<file path="src/rtl/axistream_pack.sv">
// axistream_pack: gathers NUM_PACK narrow AXI-Stream words into one wide word.
// A word that fills the last slot, or carries tlast, flushes the accumulator
// together with itself into a single registered output stage.
module axistream_pack #(
    parameter int DATA_WIDTH = 8,
    parameter int NUM_PACK   = 4,
    parameter bit BIG_ENDIAN = 1'b0
) (
    input  logic                           clk,
    input  logic                           rst_n,
    input  logic                           src_tvalid,
    output logic                           src_tready,
    input  logic [DATA_WIDTH-1:0]          src_tdata,
    input  logic                           src_tlast,
    output logic                           dest_tvalid,
    input  logic                           dest_tready,
    output logic [DATA_WIDTH*NUM_PACK-1:0] dest_tdata,
    output logic [NUM_PACK-1:0]            dest_tkeep,
    output logic                           dest_tlast
);

    localparam int            CW        = $clog2(NUM_PACK);
    localparam logic [CW-1:0] LAST_SLOT = CW'(NUM_PACK - 1);

    logic [CW-1:0]                       cnt;
    logic [NUM_PACK-1:0][DATA_WIDTH-1:0] acc_data;
    logic [NUM_PACK-1:0][DATA_WIDTH-1:0] acc_data_nxt;
    logic [NUM_PACK-1:0][DATA_WIDTH-1:0] out_data;
    logic [NUM_PACK-1:0]                 acc_keep;
    logic [NUM_PACK-1:0]                 acc_keep_nxt;
    logic [NUM_PACK-1:0]                 out_keep;
    logic                                out_valid;
    logic                                out_last;
    logic                                accept;
    logic                                flush;

    // The output stage is the only storage that can back up, so the source
    // may move whenever it is empty or being drained this cycle.
    assign src_tready = rst_n & (~out_valid | dest_tready);
    assign accept     = src_tvalid & src_tready;
    assign flush      = accept & (src_tlast | (cnt == LAST_SLOT));

    // Each slot knows which arrival order it takes; the merged view
    // (accumulator plus the word arriving now) feeds both the accumulator
    // and, on a flush, the output stage.
    for (genvar s = 0; s < NUM_PACK; s++) begin : g_slot
        localparam logic [CW-1:0] ORDER = CW'(BIG_ENDIAN ? (NUM_PACK - 1 - s) : s);
        logic wr;
        assign wr              = accept && (cnt == ORDER);
        assign acc_data_nxt[s] = wr ? src_tdata : acc_data[s];
        assign acc_keep_nxt[s] = wr | acc_keep[s];
    end

    // Accumulator: collect words until a flush, then restart empty so that
    // unwritten slots of a short packet read as zero.
    always_ff @(posedge clk or negedge rst_n) begin
        if (!rst_n) begin
            cnt      <= '0;
            acc_data <= '0;
            acc_keep <= '0;
        end else if (flush) begin
            cnt      <= '0;
            acc_data <= '0;
            acc_keep <= '0;
        end else if (accept) begin
            cnt      <= cnt + 1'b1;
            acc_data <= acc_data_nxt;
            acc_keep <= acc_keep_nxt;
        end
    end

    // Output stage: load on flush (also when draining the previous word in
    // the same cycle), clear valid after a transfer, otherwise hold.
    always_ff @(posedge clk or negedge rst_n) begin
        if (!rst_n) begin
            out_valid <= 1'b0;
            out_data  <= '0;
            out_keep  <= '0;
            out_last  <= 1'b0;
        end else if (flush) begin
            out_valid <= 1'b1;
            out_data  <= acc_data_nxt;
            out_keep  <= acc_keep_nxt;
            out_last  <= src_tlast;
        end else if (dest_tready) begin
            out_valid <= 1'b0;
        end
    end

    assign dest_tvalid = out_valid;
    assign dest_tdata  = out_data;
    assign dest_tkeep  = out_keep;
    assign dest_tlast  = out_last;

endmodule

</file>
<file path="config.mk">
export PLATFORM = sky130hd
export DESIGN_NAME = axistream_pack
export DESIGN_NICKNAME = d
export VERILOG_FILES = /design/src/rtl/axistream_pack.sv
export SDC_FILE = /design/constraint.sdc
export NUM_CORES = 1
export LEC_CHECK = 0
export ABC_AREA = 1
export CORE_MARGIN = 4
export CORE_UTILIZATION = 58
export DETAILED_ROUTE_END_ITERATION = 12
export GPL_TIMING_DRIVEN = 1
export PLACE_DENSITY = 0.85
export SLEW_MARGIN = 20
export SYNTH_ARGS = -nofsm -noshare
export SYNTH_HDL_FRONTEND = slang
export SYNTH_SLANG_ARGS = --single-unit
</file>
<file path="constraint.sdc">
create_clock -name clk -period 2.1 [get_ports clk]
set_input_delay 0.21 -clock clk [delete_from_list [all_inputs] [get_ports clk]]
set_output_delay 0.21 -clock clk [all_outputs]
set_load 0.01 [all_outputs]
</file>
# After elaboration in Yosys (flattened, before gate mapping)
# Index checks and enable logic that the tools add are counted.
# word_totals
register_bits,76
inputBits,13
output_inout_bits,39
word_cells,46
# classes
eq_ne,3
bitwise_logic,10
n_addsub,1
n_mux,12
reduce_logical,7
# ops
operator,n
32-bit two-way mux,2
8-bit two-way mux,4
4-bit two-way mux,2
1-bit bitwise OR,6
2-bit equality test (second input constant),2
1-bit logical AND,4
2-bit two-way mux,2
2-bit nonzero test,2
1-bit bitwise AND,3
2-bit by 1-bit adder with 2-bit output (second input constant),1
2-bit by 1-bit equality test with 1-bit output (second input constant),1
2-bit logical NOT,1
1-bit two-way mux,2
1-bit inverter,1

# Logic depth before layout (Yosys ltp)
# logic_depth
depth_word,8
ltp_mapped,8
mapped_depth_nobuf,7

# Least setup slack after synthesis
# OpenSTA, ideal clock, no wires.
# synth_path
kind,reg-to-reg
start,register cnt[0]
end,"register out_data, in the netlist dest_tdata[0]"
setup_slack_ns,0.620
setup_time_ns,0.117
required_time_ns,1.983
arrival_time_ns,1.363
path_stages_with_launch,9
n_path_buf,3
synth_period_minus_slack_ns,1.480
path_cell_list,dfrtp_1 -> ha_1 -> buf_2 -> nor2_1 -> nor2_4 -> buf_6 -> buf_8 -> nand3_1 -> nand2_1
# synth_between
elab_chain_cells,3
elab_cells_between_ends,6
cone_classes,1 x eq/ne; 1 x mux; 2 x bitwise; 2 x reduce/logical
# synth_rtl
item,line_no,text
start: declaration,25,logic [CW-1:0] cnt;
start signal: assignment,66,cnt <= cnt + 1'b1;
2-bit equality test or 2-bit logical NOT (tied branches),"41, 49",
1-bit bitwise OR or 1-bit logical AND (tied branches),"41, 49",
1-bit bitwise AND or 8-bit two-way mux (tied branches),"41, 50",
end signal: assignment,82,out_data <= acc_data_nxt;
end: declaration,28,logic [NUM_PACK-1:0][DATA_WIDTH-1:0] out_data;
# Several ways; a longest one is shown, not always the timed one.
# A chain may end at the register's enable or synchronous reset.

# Worst setup path after layout
# layout_path
start,input port rst_n
end,output port src_tready
# layout_between
elab_chain_cells,1
# layout_rtl
item,line_no,text
start: declaration,10,"input logic rst_n,"
1-bit bitwise AND,39,assign src_tready = rst_n & (~out_valid | dest_tready);
end: declaration,12,"output logic src_tready,"
# Every way passes these cells.

==> impl_metrics.json <==
{
  "outcome": "finished clean",
  "max_clock_freq_mhz": 549,
  "cts_tree": "built",
  "yosys_warnings": 0,
  "synth_top_area_share_pct": 54.0,
  "firstDrtPassIters": 5,
  "finalSetupViolations": 0,
  "finish.cell_count_without_fillers": 543,
  "grt_pass1_vias": 2848,
  "worst_setup_path_type": "primary input to primary output",
  "timing.rr.start": "cnt[0]",
  "maxCapViolCount": 0,
  "design.final.nets": 480,
  "track_usage_pct": 23.9,
  "first_iter_violations": 319,
  "dp.cells": 526,
  "cts_setup_buffers": 0,
  "number_of_antenna_violations_at_the_first_check_in_global_routing": 0,
  "coreArea_um2": 5920,
  "worstSetupStartpointType": "primary input",
  "avgSynthCellArea_um2": 8.47,
  "synth_sequential_area_ratio_pct": 54.0,
  "report.final.slew_viol_count": 0,
  "mostFrequentLayoutCells": "nand2_1, dfrtp_1, clkdlybuf4s50_1",
  "cp_data_arrival_time_ns": 1.61,
  "area_delta_synth_final_pct": 18.6,
  "initial_utilization_pct": 59.5,
  "clock_sink_count": 76,
  "fin_worst_skew_ns": 0.00904,
  "layout.core_utilization_pct": 70.6,
  "place_congestion": 0.821,
  "crit_path_end_kind": "primary output",
  "port_buffers": 51,
  "hold_crit_class": "primary input to asynchronous set/reset pin",
  "dp_hpwl_mm": 5.24,
  "min_period_over_period_pct": 86.7,
  "clock_buffers_created_by_tritoncts": 9,
  "clockBufferDepth": 2,
  "final-hold-violation-count": 0,
  "synthTopCellsByArea": "dfrtp_1, nand2_1, nand4_1",
  "die_width_um": 86.0,
  "power_per_cell_area_nw_per_um2": 1320,
  "ios": 52,
  "gr-total-overflow": 0,
  "first_pass_grt_wire_length_mm": 13.7,
  "p_leak_nw": 2.27,
  "maximum_number_of_pins_on_one_net_before_global_route_repair": 58,
  "htree_depth": 3,
  "detailroute.via_count": 2946,
  "synthCells": 416,
  "avgViaCountPerCell": 5.43,
  "die_height_um": 86.0,
  "finalWirelength_mm": 8.14,
  "cts_root_buf": "clkbuf_8",
  "syn_area_um2": 3520,
  "startpoint": "rst_n",
  "drive_gt1_share_pct": 6.41,
  "floorplan.rows": 28,
  "setup-tns-final_ns": 0,
  "synthesis.nets": 433,
  "drc": 0,
  "tightestPinTransition_ns": 0.736,
  "route.detailed.wl_per_inst_um": 15.0,
  "unrepaired_setup_endpoints_after_global_routing": "no",
  "min_period_ns": 1.82,
  "post_synth_num_cell_types": 18,
  "synth.ff_latch_count": 76,
  "critical_path.max_fanout": 2,
  "vdd_ir_drop_max_v": 0.000737,
  "clock_latency_ns": 0.34,
  "antenna_violating_nets_post_route": 0,
  "timing.max_slew.rel_slack_pct": 50.9,
  "cp_data_required_time_ns": 1.89,
  "clkSlewWorstSetupHoldPaths_ns": 0.08,
  "mostFrequentLayoutCell": "nand2_1",
  "die_area_um2": 7390,
  "antennaDiodeCount": 0,
  "synth_top_area_cell": "dfrtp_1"
}
## per-layer routing
metal	GRT usage [%]	vias to the layer above	part of all wire, %
met5	0	-	0
met4	10.2	0	2.4
met3	5.67	28	8.3
met2	36.2	156	47
met1	33.0	1363	42
li1	-	1399	-
## where the power goes
part           internal [mW]  total, mW  switching (mW)
Sequential              2.10       2.39           0.290
Combinational           1.00       2.15            1.15
Clock                  0.460      0.967           0.507
Total                   3.56       5.50            1.95
## synthesized netlist by cell type (all sizes together)
library cell  count
nor2             36
inv              49
ha                4
a21oi             4
nand2           154
buf              23
dfrtp            76
nand4            36
nand3            34
## kinds of logic (layout without fill, tap and decap cells)
group	count (synthesis)	in the layout	share of synthesized area (%)
adder cells (fa/ha/maj)	4	4	1.42
AND/OR/NAND/NOR	260	260	32.9
AO/OA/AOI/OAI	4	4	0.887
flip-flops	76	76	54.0
buffers and inverters	72	124	10.8
## per-stage QoR
stage	area, µm²	hold slack, ns	setup WS [ns]	power [mW]
2_1_floorplan	3520	-0.0856	0.620	3.57
3_3_place_gp	4010	0.241	0.280	4.43
3_5_place_dp	4010	0.242	0.270	4.54
4_1_cts	4180	0.438	0.283	5.52
5_1_grt	4180	0.450	0.152	5.92
6_report	4180	0.431	0.279	5.50
## registers in the layout, indices dropped and copies added (netlist names)
signal / count
cnt: 2
dest_tvalid: 1
dest_tkeep: 4
acc_keep: 4
dest_tdata: 32
dest_tlast: 1
acc_data: 32
## final cells by class
cell class	count	area, µm²
clock buffers	14	153
clock inverters	2	10.0
fillers	460	1740
inverters	49	184
multi-input cells	268	1240
flip-flops and latches	76	1900
well taps	75	93.8
repair buffers	59	596
## what timing repair did
item / in CTS / in global routing
endpoints found under the setup margin: 0 / 0
resized for setup: 0 / 0
hold buffers: 1 / 0
endpoints found under the hold margin: 19 / 0
## worst paths after layout
check                                 end  slack, ns  depth (start not counted)
max                            src_tready       0.28                          5
max in group asynchronous  dest_tdata[20]       0.60                          4
min                          acc_data[15]       0.43                          3
max reg2reg                 dest_tdata[1]       0.31                          6
min reg2reg                dest_tdata[10]       0.49                          2
min in group clk           dest_tdata[10]       0.49                          2
## worst max-delay path, stage by stage
cell and delay [ns]:
dlygate4sd3_1 0.53, buf_4 0.11, inv_1 0.05, a21oi_4 0.14, clkdlybuf4s50_1 0.56
Power figures use the tool's default switching activity.
